[config.mk]
export PLATFORM = sky130hd
export DESIGN_NAME = rtsnoc_axi4lite_fifo_slave
export DESIGN_NICKNAME = d
export VERILOG_FILES = /design/src/rtl/rtsnoc_pkg.sv /design/src/rtl/rtsnoc_sync_fifo.sv /design/src/rtl/rtsnoc_axi4lite_fifo_slave.sv
export SDC_FILE = /design/constraint.sdc
export NUM_CORES = 1
export LEC_CHECK = 0
export BUFFER_PORTS_ARGS = -buffer_cell sky130_fd_sc_hd__buf_2
export CAP_MARGIN = 20
export CORE_MARGIN = 1.5
export CORE_UTILIZATION = 41
export CTS_CLUSTER_DIAMETER = 200
export DETAILED_ROUTE_END_ITERATION = 8
export PLACE_DENSITY_LB_ADDON = 0.12
export SYNTH_ARGS = -nofsm -noshare
export SYNTH_HDL_FRONTEND = slang
export SYNTH_SLANG_ARGS = --single-unit
[constraint.sdc]
create_clock -name clk_i -period 3.8 [get_ports clk_i]
set_clock_uncertainty 0.2 [all_clocks]
set_input_delay 0.19 -clock clk_i [delete_from_list [all_inputs] [get_ports clk_i]]
set_output_delay 0.19 -clock clk_i [all_outputs]
set_load 0.01 [all_outputs]
[src/rtl/rtsnoc_pkg.sv]
// Shared definitions for the RTSNoC AXI4-Lite FIFO slave: register map,
// STATUS/CTRL bit positions, AXI response codes and header/bus width helpers.
package rtsnoc_pkg;

    // Register select, decoded from addr[4:2]; 6 and 7 are unmapped
    typedef enum logic [2:0] {
        REG_STATUS  = 3'd0,
        REG_CTRL    = 3'd1,
        REG_TX_HDR  = 3'd2,
        REG_TX_DATA = 3'd3,
        REG_RX_HDR  = 3'd4,
        REG_RX_DATA = 3'd5
    } reg_sel_e;

    localparam int ST_RX_EMPTY   = 0;
    localparam int ST_RX_FULL    = 1;
    localparam int ST_TX_EMPTY   = 2;
    localparam int ST_TX_FULL    = 3;
    localparam int ST_RX_CNT_LSB = 8;
    localparam int ST_TX_CNT_LSB = 16;

    localparam int CTRL_RX_INT_EN       = 0;
    localparam int CTRL_TX_EMPTY_INT_EN = 1;

    localparam logic [1:0] RESP_OKAY   = 2'b00;
    localparam logic [1:0] RESP_SLVERR = 2'b10;

    // Full header: {orig_x, orig_y, orig_h, dst_x, dst_y, dst_h}
    function automatic int hdr_w(input int sx, input int sy);
        return 2 * sx + 2 * sy + 6;
    endfunction

    // Destination half of the header, as held in TX_HDR
    function automatic int dst_w(input int sx, input int sy);
        return sx + sy + 3;
    endfunction

    function automatic int bus_w(input int sx, input int sy, input int dw);
        return dw + hdr_w(sx, sy);
    endfunction

    function automatic logic [7:0] sat_count8(input logic [31:0] cnt);
        return (cnt > 32'd255) ? 8'hFF : cnt[7:0];
    endfunction

endpackage

[src/rtl/rtsnoc_sync_fifo.sv]
// Synchronous first-word-fall-through FIFO; pointers carry one extra bit so
// full and empty are told apart. Push while full is accepted if a pop happens.
module rtsnoc_sync_fifo #(
    parameter int WIDTH      = 8,
    parameter int DEPTH_LOG2 = 2
) (
    input  logic                  clk_i,
    input  logic                  rst_n_i,
    input  logic                  push_i,
    input  logic [WIDTH-1:0]      din_i,
    input  logic                  pop_i,
    output logic [WIDTH-1:0]      dout_o,
    output logic                  full_o,
    output logic                  empty_o,
    output logic [DEPTH_LOG2:0]   count_o
);

    localparam int DEPTH = 1 << DEPTH_LOG2;

    logic [WIDTH-1:0]    mem_q [DEPTH];
    logic [WIDTH-1:0]    mem_d [DEPTH];
    logic [DEPTH_LOG2:0] wr_ptr_q, wr_ptr_d;
    logic [DEPTH_LOG2:0] rd_ptr_q, rd_ptr_d;
    logic                do_push, do_pop;

    assign count_o = wr_ptr_q - rd_ptr_q;
    assign full_o  = (count_o == (DEPTH_LOG2 + 1)'(DEPTH));
    assign empty_o = (count_o == '0);
    assign dout_o  = mem_q[rd_ptr_q[DEPTH_LOG2-1:0]];

    always_comb begin
        do_pop   = pop_i & ~empty_o;
        do_push  = push_i & (~full_o | do_pop);
        mem_d    = mem_q;
        wr_ptr_d = wr_ptr_q;
        rd_ptr_d = rd_ptr_q;
        if (do_push) begin
            mem_d[wr_ptr_q[DEPTH_LOG2-1:0]] = din_i;
            wr_ptr_d = wr_ptr_q + 1'b1;
        end
        if (do_pop) begin
            rd_ptr_d = rd_ptr_q + 1'b1;
        end
    end

    always_ff @(posedge clk_i or negedge rst_n_i) begin
        if (!rst_n_i) begin
            mem_q    <= '{default: '0};
            wr_ptr_q <= '0;
            rd_ptr_q <= '0;
        end else begin
            mem_q    <= mem_d;
            wr_ptr_q <= wr_ptr_d;
            rd_ptr_q <= rd_ptr_d;
        end
    end

endmodule

[src/rtl/rtsnoc_axi4lite_fifo_slave.sv]
// AXI4-Lite slave bridging a CPU to one RTSNoC router port through TX/RX
// FIFOs, with a programmable destination header and a level interrupt.
module rtsnoc_axi4lite_fifo_slave
    import rtsnoc_pkg::*;
#(
    parameter int NOC_X          = 0,
    parameter int NOC_Y          = 0,
    parameter int NOC_LOCAL_ADR  = 0,
    parameter int SOC_SIZE_X     = 1,
    parameter int SOC_SIZE_Y     = 1,
    parameter int NOC_DATA_WIDTH = 32,
    parameter int TX_DEPTH_LOG2  = 2,
    parameter int RX_DEPTH_LOG2  = 2
) (
    input  logic                 clk_i,
    input  logic                 rst_n_i,

    input  logic [31:0]          axi_awaddr_i,
    input  logic                 axi_awvalid_i,
    output logic                 axi_awready_o,
    input  logic [31:0]          axi_wdata_i,
    input  logic [3:0]           axi_wstrb_i,
    input  logic                 axi_wvalid_i,
    output logic                 axi_wready_o,
    output logic [1:0]           axi_bresp_o,
    output logic                 axi_bvalid_o,
    input  logic                 axi_bready_i,
    input  logic [31:0]          axi_araddr_i,
    input  logic                 axi_arvalid_i,
    output logic                 axi_arready_o,
    output logic [31:0]          axi_rdata_o,
    output logic [1:0]           axi_rresp_o,
    output logic                 axi_rvalid_o,
    input  logic                 axi_rready_i,

    output logic [bus_w(SOC_SIZE_X, SOC_SIZE_Y, NOC_DATA_WIDTH)-1:0] noc_din_o,
    output logic                 noc_wr_o,
    input  logic                 noc_wait_i,
    input  logic [bus_w(SOC_SIZE_X, SOC_SIZE_Y, NOC_DATA_WIDTH)-1:0] noc_dout_i,
    input  logic                 noc_nd_i,
    output logic                 noc_rd_o,
    output logic                 noc_int_o
);

    localparam int DW    = NOC_DATA_WIDTH;
    localparam int DST_W = dst_w(SOC_SIZE_X, SOC_SIZE_Y);
    localparam int BUS_W = bus_w(SOC_SIZE_X, SOC_SIZE_Y, NOC_DATA_WIDTH);
    localparam int TXW   = DST_W + DW;

    localparam logic [SOC_SIZE_X-1:0] SRC_X = SOC_SIZE_X'(NOC_X);
    localparam logic [SOC_SIZE_Y-1:0] SRC_Y = SOC_SIZE_Y'(NOC_Y);
    localparam logic [2:0]            SRC_H = 3'(NOC_LOCAL_ADR);

    logic              aw_rdy_q, aw_rdy_d;
    logic              ar_rdy_q, ar_rdy_d;
    logic              bvalid_q, bvalid_d;
    logic [1:0]        bresp_q, bresp_d;
    logic              rvalid_q, rvalid_d;
    logic [1:0]        rresp_q, rresp_d;
    logic [31:0]       rdata_q, rdata_d;
    logic [1:0]        ctrl_q, ctrl_d;
    logic [DST_W-1:0]  tx_hdr_q, tx_hdr_d;
    logic              irq_q, irq_d;

    logic                   tx_push, tx_pop, tx_full, tx_empty;
    logic [TX_DEPTH_LOG2:0] tx_count;
    logic [TXW-1:0]         tx_din, tx_head;
    logic                   rx_push, rx_pop, rx_full, rx_empty;
    logic [RX_DEPTH_LOG2:0] rx_count;
    logic [BUS_W-1:0]       rx_head;

    logic        wr_fire, rd_fire;
    logic [31:0] status;
    logic [31:0] strb_mask;
    logic        unused_bits;

    rtsnoc_sync_fifo #(
        .WIDTH      (TXW),
        .DEPTH_LOG2 (TX_DEPTH_LOG2)
    ) u_tx_fifo (
        .clk_i   (clk_i),
        .rst_n_i (rst_n_i),
        .push_i  (tx_push),
        .din_i   (tx_din),
        .pop_i   (tx_pop),
        .dout_o  (tx_head),
        .full_o  (tx_full),
        .empty_o (tx_empty),
        .count_o (tx_count)
    );

    rtsnoc_sync_fifo #(
        .WIDTH      (BUS_W),
        .DEPTH_LOG2 (RX_DEPTH_LOG2)
    ) u_rx_fifo (
        .clk_i   (clk_i),
        .rst_n_i (rst_n_i),
        .push_i  (rx_push),
        .din_i   (noc_dout_i),
        .pop_i   (rx_pop),
        .dout_o  (rx_head),
        .full_o  (rx_full),
        .empty_o (rx_empty),
        .count_o (rx_count)
    );

    assign tx_din    = {tx_hdr_q, axi_wdata_i[DW-1:0]};
    assign noc_wr_o  = ~tx_empty;
    assign noc_din_o = {SRC_X, SRC_Y, SRC_H, tx_head};
    assign tx_pop    = noc_wr_o & ~noc_wait_i;
    assign noc_rd_o  = noc_nd_i & ~rx_full;
    assign rx_push   = noc_rd_o;

    assign axi_awready_o = aw_rdy_q;
    assign axi_wready_o  = aw_rdy_q;
    assign axi_bvalid_o  = bvalid_q;
    assign axi_bresp_o   = bresp_q;
    assign axi_arready_o = ar_rdy_q;
    assign axi_rvalid_o  = rvalid_q;
    assign axi_rresp_o   = rresp_q;
    assign axi_rdata_o   = rdata_q;
    assign noc_int_o     = irq_q;

    assign strb_mask = {{8{axi_wstrb_i[3]}}, {8{axi_wstrb_i[2]}},
                        {8{axi_wstrb_i[1]}}, {8{axi_wstrb_i[0]}}};
    assign unused_bits = ^{axi_awaddr_i[31:5], axi_awaddr_i[1:0],
                           axi_araddr_i[31:5], axi_araddr_i[1:0],
                           strb_mask[31:DST_W]};

    always_comb begin
        status = '0;
        status[ST_RX_EMPTY] = rx_empty;
        status[ST_RX_FULL]  = rx_full;
        status[ST_TX_EMPTY] = tx_empty;
        status[ST_TX_FULL]  = tx_full;
        status[ST_RX_CNT_LSB +: 8] = sat_count8(32'(rx_count));
        status[ST_TX_CNT_LSB +: 8] = sat_count8(32'(tx_count));
    end

    // Ready is a registered one-cycle pulse; the handshake lands on the cycle it is high
    always_comb begin
        aw_rdy_d = axi_awvalid_i & axi_wvalid_i & ~bvalid_q & ~aw_rdy_q;
        ar_rdy_d = axi_arvalid_i & ~rvalid_q & ~ar_rdy_q;
        wr_fire  = aw_rdy_q & axi_awvalid_i & axi_wvalid_i;
        rd_fire  = ar_rdy_q & axi_arvalid_i;
        bvalid_d = bvalid_q;
        bresp_d  = bresp_q;
        rvalid_d = rvalid_q;
        rresp_d  = rresp_q;
        rdata_d  = rdata_q;
        ctrl_d   = ctrl_q;
        tx_hdr_d = tx_hdr_q;
        tx_push  = 1'b0;
        rx_pop   = 1'b0;

        if (bvalid_q && axi_bready_i) begin
            bvalid_d = 1'b0;
        end
        if (wr_fire) begin
            bvalid_d = 1'b1;
            bresp_d  = RESP_OKAY;
            case (reg_sel_e'(axi_awaddr_i[4:2]))
                REG_CTRL: begin
                    if (axi_wstrb_i[0]) ctrl_d = axi_wdata_i[1:0];
                end
                REG_TX_HDR: begin
                    tx_hdr_d = (tx_hdr_q & ~strb_mask[DST_W-1:0])
                             | (axi_wdata_i[DST_W-1:0] & strb_mask[DST_W-1:0]);
                end
                REG_TX_DATA: begin
                    if (tx_full || axi_wstrb_i != 4'hF) bresp_d = RESP_SLVERR;
                    else                                tx_push = 1'b1;
                end
                default: ;
            endcase
        end

        if (rvalid_q && axi_rready_i) begin
            rvalid_d = 1'b0;
        end
        if (rd_fire) begin
            rvalid_d = 1'b1;
            rresp_d  = RESP_OKAY;
            rdata_d  = '0;
            case (reg_sel_e'(axi_araddr_i[4:2]))
                REG_STATUS: rdata_d = status;
                REG_CTRL:   rdata_d = 32'(ctrl_q);
                REG_TX_HDR: rdata_d = 32'(tx_hdr_q);
                REG_RX_HDR: begin
                    if (!rx_empty) rdata_d = 32'(rx_head[BUS_W-1:DW]);
                end
                REG_RX_DATA: begin
                    if (rx_empty) begin
                        rresp_d = RESP_SLVERR;
                    end else begin
                        rdata_d = 32'(rx_head[DW-1:0]);
                        rx_pop  = 1'b1;
                    end
                end
                default: ;
            endcase
        end

        irq_d = (ctrl_q[CTRL_RX_INT_EN] & ~rx_empty)
              | (ctrl_q[CTRL_TX_EMPTY_INT_EN] & tx_empty);
    end

    always_ff @(posedge clk_i or negedge rst_n_i) begin
        if (!rst_n_i) begin
            aw_rdy_q <= 1'b0;
            ar_rdy_q <= 1'b0;
            bvalid_q <= 1'b0;
            bresp_q  <= '0;
            rvalid_q <= 1'b0;
            rresp_q  <= '0;
            rdata_q  <= '0;
            ctrl_q   <= '0;
            tx_hdr_q <= '0;
            irq_q    <= 1'b0;
        end else begin
            aw_rdy_q <= aw_rdy_d;
            ar_rdy_q <= ar_rdy_d;
            bvalid_q <= bvalid_d;
            bresp_q  <= bresp_d;
            rvalid_q <= rvalid_d;
            rresp_q  <= rresp_d;
            rdata_q  <= rdata_d;
            ctrl_q   <= ctrl_d;
            tx_hdr_q <= tx_hdr_d;
            irq_q    <= irq_d;
        end
    end

endmodule

== Word level (Yosys, flattened, before mapping) ==
Index checks and enable logic that the tools add are counted.
Storage, ports and cells
  bits in registers: 376
  input port bits: 151
  output and inout port bits: 86
Cells by class
  add/subtract/negate cells: 6
  order comparisons: 6
  eq/ne operators: 10
  muxes and demuxes: 29
  bitwise gates (word level): 36
  reduce and logical (&&, ||, !) cells: 12
Operator list (count)
  168-bit bitwise mux: 1
  32-bit case mux with 5 select lines: 1
  148-bit bitwise mux: 1
  42-bit two-way mux: 3
  37-bit two-way mux: 3
  42-bit binary-select mux with 2-bit select: 1
  42-bit demux with 2-bit select: 1
  37-bit binary-select mux with 2-bit select: 1
  37-bit demux with 2-bit select: 1
  32-bit two-way mux: 1
  1-bit AND: 16
  3-bit by 1-bit adder with 3-bit output, second input constant: 4
  3-bit equality test, second input constant: 4
  3-bit >= comparator, second input constant: 4
  2-bit inverter with 3-bit output: 4
  5-bit AND: 2
  1-bit two-way mux: 10
  10-bit two-way mux: 1
  3-bit by 2-bit equality test with 1-bit output, second input constant: 3
  3-bit zero test: 3
  1-bit inverter: 9
  2-bit two-way mux: 4
  3-bit by 1-bit equality test with 1-bit output, second input constant: 2
  3-bit by 1-bit < comparator with 1-bit output, second input constant: 2
  10 further kinds: 17

== Longest topological paths before layout ==
Gate-level depths: netlist (run 1).
  depth in word-level cells: 8
  gate-level depth with buffers: 10
  gate-level depth less buffers: 7

== By module ==
Synthesis (run 1) repeated with hierarchy kept, for this count alone.
Second synthesis, totals
  cell total of the unflattened synthesis: 1031
  area total of the unflattened synthesis: 16811.1 µm²
By module, submodules not included
  rtsnoc_sync_fifo (u_rx_fifo): instances 1, cells each 447, area an instance 7752.4 µm², sequential area each 4354.2 µm²
  rtsnoc_sync_fifo (u_tx_fifo): instances 1, cells each 397, area an instance 6892.9 µm², sequential area each 3853.7 µm²
  rtsnoc_axi4lite_fifo_slave: instances 1, cells each 187, area an instance 2165.8 µm², sequential area each 1151.1 µm²

== Worst setup path after synthesis (run 1) ==
No wires, ideal clock.
  path kind: flip-flop to flip-flop
  start: register u_tx_fifo.wr_ptr_q[0]
  end: register u_tx_fifo.mem_q[10] (netlist name)
  library setup time: 125 ps
  data arrival time: 2697 ps
  required time: 3475 ps
  slack: 778 ps
  cell stages (with the launch flop): 10
  path buffers: 2
  period minus slack after synthesis: 3022 ps
  path through: dfrtp_1 inv_1 ha_1 fa_1 xor3_1 a2111oi_4 nand2_1 buf_2 buf_2 mux2_2
Between the ends
  word-level cells in the longest chain between the ends: 7
Ends and longest elaborated chain
  start: declaration: RTL line rtsnoc_sync_fifo.sv:22  | logic [DEPTH_LOG2:0] wr_ptr_q, wr_ptr_d;
  start signal: assignment: RTL line rtsnoc_sync_fifo.sv:53  | wr_ptr_q <= wr_ptr_d;
  3-bit subtractor: RTL line rtsnoc_sync_fifo.sv:26  | assign count_o = wr_ptr_q - rd_ptr_q;
  3-bit equality test / 3-bit zero test (equally long branches): RTL line rtsnoc_sync_fifo.sv:27, rtsnoc_sync_fifo.sv:28
  1-bit logical OR / 1-bit inverter (equally long branches): RTL line rtsnoc_axi4lite_fifo_slave.sv:171, rtsnoc_sync_fifo.sv:32, rtsnoc_axi4lite_fifo_slave.sv:108
  1-bit two-way mux / 1-bit AND (equally long branches): RTL line rtsnoc_axi4lite_fifo_slave.sv:171, rtsnoc_axi4lite_fifo_slave.sv:110
  1-bit two-way mux / 1-bit AND (equally long branches): RTL line rtsnoc_axi4lite_fifo_slave.sv:162, rtsnoc_sync_fifo.sv:32
  1-bit two-way mux / 1-bit OR (equally long branches): RTL line rtsnoc_axi4lite_fifo_slave.sv:159, rtsnoc_sync_fifo.sv:33
  1-bit AND: RTL line rtsnoc_sync_fifo.sv:33  | do_push = push_i & (~full_o | do_pop);
  end signal: assignment: RTL line rtsnoc_sync_fifo.sv:52  | mem_q <= mem_d;
  end: declaration: RTL line rtsnoc_sync_fifo.sv:20  | logic [WIDTH-1:0] mem_q [DEPTH];
Several ways; a longest one is shown, not always the timed one.
A chain may end at the register's enable or synchronous reset.

== Worst setup path after layout (run 1) ==
  start: register u_tx_fifo.wr_ptr_q[0]
  end: register u_tx_fifo.mem_q[90] (netlist name)
The elaborated chain is that of the path after synthesis.

==> metrics.cfg, run 1 <==
[global_route]
grt_max_degree=110
grt.overflow.total=0
grtUsageTotal=0.1869
grt_pass1_wl_um=59600
antenna_found_initial=1
first_global_vias=10260

[synth]
synth-warning-count=0
ys.flop_type=dfrtp_1
avgSynthCellArea_um2=16.16
syn-cell-area_um2=16340
yosysUniqueCellTypes=46
ys_seq_area_frac=0.5728
synth_seq_cells=374
synthArstFlopShare=1.000
synth_cells=1011
synth_edf_count=0

[clocking]
cts-root-buf=clkbuf_16
cts.htree.levels=2
cts_sinks=374
cts_buffers=43
cts_max_path_buffers=3
cts_tree=yes
clkTransAtPathRegs_ns=0.06
clock_latency_ns=0.55
cts_resized=0

[detailed_routing]
wl_per_cell_um=20.31
drcViolationCount=0
first_pass_iters=6
wl_um=37270
drt-initial-drc-count=325
ant_nets=0
via_count=9628
viasPerCell=5.247

[sta]
min_period_ns=3.384
finalHoldViolCount=0
slew_violations=0
fin_setup_tns_ns=0
worstMarginPinSlew_ns=0.9606
finalSetupViolations=0
relSlewSlack=0.3596
rsz0062_at_grt=no
min_period_over_period=0.8905
max_freq_mhz=295.5

[worst_setup_path]
crit_type=flip-flop to flip-flop
crit_path_end_kind=flip-flop
worstPathMaxFanout=37
critical_path_arrival_ns=3.62
start_kind=flip-flop
cp.required_ns=4.03

[layout]
layout-drive-gt1-share=0.5175
syn_to_final_growth_pct=23.71
final_util=0.5182
design_area_um2=20210
final_nets=1450

[power]
swShare=0.2856
clkPwrFrac=0.298
pwr_density_cell_nw_per_um2=679.7
ir_worst_vdd_uv=427.6
pwr-share-seq=0.407
combPwrFrac=0.295
p_int_mw=9.815
p_sw_mw=3.923
p_leak_nw=9.539

[placed_design]
port_buffers=171
post_dp_cell_area_um2=17850
gp_congestion=0.7134
dp_hpwl_um=22370

[floorplanning]
start_util=0.4189
die_h_um=202.6
num_rows=72
die-area_um2=41060
core_area_um2=39010
die_w_um=202.6
ios=237

[status]
status=finished clean

[job]
maxCapViolations=0

[min_path]
hp-class=input pin to async pin

-- sequential cells by signal (all words and copies together) (netlist names), 2 cells and up, named ones only --
signal / cells
u_rx_fifo.mem_q: 168
u_tx_fifo.mem_q: 148
axi_rdata_o: 32
u_rx_fifo.rd_ptr_q: 3
u_rx_fifo.wr_ptr_q: 3
u_tx_fifo.rd_ptr_q: 3
u_tx_fifo.wr_ptr_q: 3
ctrl_q: 2
-- power groups by stage --
stage / combinational, mW / clock [mW] / sequential [mW]
after floorplan: 2.98 / 0 / 5.53
final: 4.06 / 4.09 / 5.59
after global placement: 4.00 / 0 / 5.62
after detailed placement: 4.07 / 0 / 5.65
after CTS: 4.16 / 4.23 / 5.59
after global routing: 4.42 / 4.40 / 5.73
-- kinds of logic (layout without fill, tap and decap cells) --
family	Yosys count	count (layout)	synth area share
fa+ha+maj	14	14	0.01164
buf+inv	78	377	0.02221
other cells	1	8	0.0002295
mux	408	408	0.3353
flops	374	374	0.5728
xor+xnor	12	12	0.009955
simple gates	57	57	0.01631
compound gates	67	67	0.03155
-- critical path, stage by stage, from the launching register on --
cell and delay (ns):
dfrtp_1 0.37, inv_1 0.11, ha_1 0.21, fa_1 0.40, xor3_1 0.51, a2111oi_4 0.66
nand2_2 0.08, buf_4 0.35, mux2_2 0.36
-- layer usage --
metal	wire [um]	track usage
met2	18590	0.3127
met1	16450	0.2467
met4	729	0.05926
met3	1498	0.03499
met5	0	0
-- synth_stat cells, types with 2 or more instances --
cell        n  area (um^2)
xor3_1      2        47.55
o311ai_0    2        17.52
ha_1       12        150.1
buf_1       7        26.28
o211ai_1    5        37.54
nor3_1      2        10.01
a22o_1     20        175.2
buf_4       8        60.06
nor4_1      2        12.51
nand2_2     3        18.77
mux2_2    325         3660
mux2i_1     4        40.04
nand2_1    37        138.9
xnor3_1     2        45.04
inv_1       9        33.78
nand4b_1    3        26.28
a22oi_1     4        30.03
nand3_1     2        10.01
o21ai_0    12        60.06
and2_1      2        12.51
a41o_1      2        20.02
a21oi_1     9        45.04
clkbuf_1   21        78.83
fa_1        2        40.04
xor2_1      2        17.52
dfrtp_1   374         9359
xnor2_1     6        52.55
o31ai_1     4        30.03
mux4_2     79         1779
o21a_1      2        15.01
buf_2      32        160.2
-- placed cells by master (no fill, tap or decap), types with 5 or more instances in the layout --
| master | instances |
|---|---|
| buf_4 | 18 |
| mux4_2 | 79 |
| clkbuf_8 | 9 |
| nand2_2 | 9 |
| clkinv_2 | 9 |
| mux2_2 | 325 |
| a22o_1 | 20 |
| dfrtp_1 | 370 |
| xnor2_1 | 6 |
| ha_1 | 12 |
| inv_1 | 9 |
| dlygate4sd3_1 | 96 |
| buf_12 | 6 |
| a21oi_1 | 9 |
| conb_1 | 7 |
| nand2_1 | 31 |
| clkbuf_16 | 45 |
| buf_2 | 170 |
| o211ai_1 | 5 |
| clkbuf_1 | 9 |
| o21ai_0 | 12 |
-- metrics by stage --
stage	hold slack, ns	instances	power, mW	setup WS [ns]
after global routing	0.04274	1835	14.55	0.2539
after CTS	0.01488	1834	13.97	0.3581
final	0.006072	1835	13.74	0.4160
after detailed placement	0.01980	1662	9.719	0.3868
after floorplan	-0.3056	1017	8.511	0.7783
after global placement	0.01851	1662	9.621	0.3911
-- repair_timing --
item,in CTS,in global routing
endpoints found under the hold margin,399,0
setup buffers,0,0
hold buffers,96,0
-- worst paths after layout --
check | from | to | slack, ns | cells after the start
setup / recovery | u_tx_fifo.wr_ptr_q[0]$_DFFE_PN0P_ | u_tx_fifo.mem_q[90]$_DFFE_PN0P_ | 0.42 | 8
hold reg to reg | axi_bvalid_o$_DFFE_PN0P_ | axi_awready_o$_DFF_PN0_ | 0.26 | 1
max in group asynchronous | rst_n_i | u_rx_fifo.mem_q[105]$_DFFE_PN0P_ | 2.33 | 3
min in group clk_i | axi_rready_i | axi_rvalid_o$_DFFE_PN0P_ | 0.17 | 3
setup reg to reg | u_tx_fifo.wr_ptr_q[0]$_DFFE_PN0P_ | u_tx_fifo.mem_q[90]$_DFFE_PN0P_ | 0.42 | 8
hold / removal | rst_n_i | u_tx_fifo.mem_q[102]$_DFFE_PN0P_ | 0.006 | 2
-- final cells by class --
class	count	area, um^2
multi-input cells	565	6673
clock inverters	13	120.1
clock buffers	63	1284
flip-flops and latches	374	9366
well taps	518	648.1
diodes	1	2.502
inverters	10	37.54
repair buffers	291	2082
fillers	3371	18790
No activity file was read; power rests on OpenSTA's default activity.
==> inputs of run 2 (changes only) <==
Settings changed: CORE_UTILIZATION 41 to 40, RECOVER_POWER set to 100.
==> metrics.cfg, run 2 (synthesized netlist as in run 1, its figures left out) <==
[sta]
finalHoldViolCount=0
min_period_ns=3.512
worstMarginPinSlew_ns=2.331
relSlewSlack=-0.5541
min_period_over_period=0.9242
max_freq_mhz=284.8
rsz0062_at_grt=no
fin_setup_tns_ns=0
finalSetupViolations=0
slew_violations=229

[layout]
final_util=0.5013
largest_reg_flops=168
final_nets=1450
final_common_cell=dfrtp_1
fillers=3550
top_register=u_rx_fifo.mem_q
layout-drive-gt1-share=0.4521
syn_to_final_growth_pct=22.75
final_cell_mix=370 x dfrtp_1, 325 x mux2_2, 95 x dlygate4sd3_1

[clocking]
cts_tree=yes
clkTransAtPathRegs_ns=0.06
cts_sinks=374
cts_setup_buffers=0
clock_latency_ns=0.57
cts.htree.levels=2
cts-root-buf=clkbuf_16
cts_buffers=44
cts_max_path_buffers=3

[floorplanning]
num_rows=73
ios=237
die_h_um=205.1
core_area_um2=40010
start_util=0.4084
die_w_um=205.1
die-area_um2=42070

[detailed_routing]
ant_nets=0
first_pass_iters=4
wl_per_cell_um=20.35
viasPerCell=5.211
via_count=9589
drt-initial-drc-count=326
wl_um=37440
drcViolationCount=0

[global_route]
grt_pass1_wl_um=59700
grt_max_degree=106
first_global_vias=10419
grt.overflow.total=0
grtUsageTotal=0.1849
antenna_found_initial=3

[min_path]
worstHoldPathCells=3
hp-start=noc_nd_i
hp-class=input pin to flip-flop
min_to=u_rx_fifo.wr_ptr_q[0]$_DFFE_PN0P_

[worst_setup_path]
rrSetupSlack_ns=0.29
worstPathMaxFanout=37
start_kind=flip-flop
critical_path_arrival_ns=3.75
cp.required_ns=4.04
r2r_cells=8
crit_path_end_kind=flip-flop
timing.rr.end=u_tx_fifo.mem_q[138]$_DFFE_PN0P_
r2r-start=u_tx_fifo.wr_ptr_q[0]$_DFFE_PN0P_
crit_type=flip-flop to flip-flop

[job]
maxCapViolations=3

[placed_design]
gp_congestion=0.7358
dp_hpwl_um=22520
port_buffers=171

[power]
pwr_density_cell_nw_per_um2=683.3
ir_worst_vdd_uv=385.8
p_leak_nw=9.186

[status]
status=finished with violations
violations=capacitance limit, slew limit

-- run 2: cell count changes in the layout (fill, tap and decap cells not counted), sizes merged, moves of 2 or more --
cell,previous run,this run
clkbuf,63,159
buf,195,104
clkinv,10,5
inv,9,11
clkinvlp,2,0
-- run 2: per-stage QoR --
| stage | total power [mW] | instances | hold WS (ns) | cell area [um^2] | setup WS, ns |
|---|---|---|---|---|---|
| final | 13.71 | 1840 | 0.03519 | 20060 | 0.2882 |
| after CTS | 13.99 | 1839 | 0.004796 | 20230 | 0.3217 |
| after global routing | 14.50 | 1839 | 0.02249 | 20050 | 0.1185 |
| after global placement | 9.612 | 1668 | -0.03184 | 17830 | 0.3640 |
| after floorplan | 8.511 | 1017 | -0.3056 | 16360 | 0.7783 |
| after detailed placement | 9.709 | 1668 | -0.03074 | 17830 | 0.3418 |
-- run 2: worst max-delay path: stages (launching register included) --
cell and delay (ns):
dfrtp_1 0.37, inv_1 0.11, ha_1 0.21, fa_1 0.41
xor3_1 0.51, a2111oi_4 0.62, nand2_2 0.08, clkbuf_4 0.45
mux2_2 0.41
-- run 2: final cells by class --
type / count / area [um^2] / area share
diodes: 1 / 2.502 / 0.0001248
clock buffers: 68 / 1343 / 0.06694
clock inverters: 7 / 71.32 / 0.003556
inverters: 10 / 37.54 / 0.001871
multi-input cells: 565 / 6665 / 0.3323
flip-flops and latches: 374 / 9366 / 0.4670
well taps: 525 / 656.9 / 0.03275
repair buffers: 290 / 1914 / 0.09545
-- run 2: worst max path at each step --
stage	from	to	slack, ns	cells past startpoint
after floorplan	u_tx_fifo.wr_ptr_q[0]$_DFFE_PN0P_	u_tx_fifo.mem_q[10]$_DFFE_PN0P_	0.78	9
after global placement	u_tx_fifo.wr_ptr_q[0]$_DFFE_PN0P_	u_tx_fifo.mem_q[63]$_DFFE_PN0P_	0.36	8
after detailed placement	u_tx_fifo.wr_ptr_q[0]$_DFFE_PN0P_	u_tx_fifo.mem_q[63]$_DFFE_PN0P_	0.34	8
after CTS	u_tx_fifo.wr_ptr_q[0]$_DFFE_PN0P_	u_tx_fifo.mem_q[63]$_DFFE_PN0P_	0.32	8
after global routing	rst_n_i	u_tx_fifo.mem_q[16]$_DFFE_PN0P_	0.12	3
final	u_tx_fifo.wr_ptr_q[0]$_DFFE_PN0P_	u_tx_fifo.mem_q[138]$_DFFE_PN0P_	0.29	8
-- run 2: metal layers --
| layer | routed length [um] | vias to the layer above | track usage |
|---|---|---|---|
| met2 | 18370 | 161 | 0.3091 |
| met3 | 1459 | 63 | 0.03420 |
| li1 | - | 4313 | - |
| met1 | 16640 | 5048 | 0.2409 |
| met4 | 941 | 4 | 0.06517 |
| met5 | 29 | - | 0 |
-- run 2: repair_timing --
item	in CTS	in global routing
hold endpoints to repair	701	0
gates resized for setup	0	0
hold buffers	96	0
-- run 2: power by group --
part	internal (mW)	switching (mW)	total [mW]
logic	2.23	1.78	4.01
registers	5.07	0.520	5.59
clock network	2.48	1.62	4.10
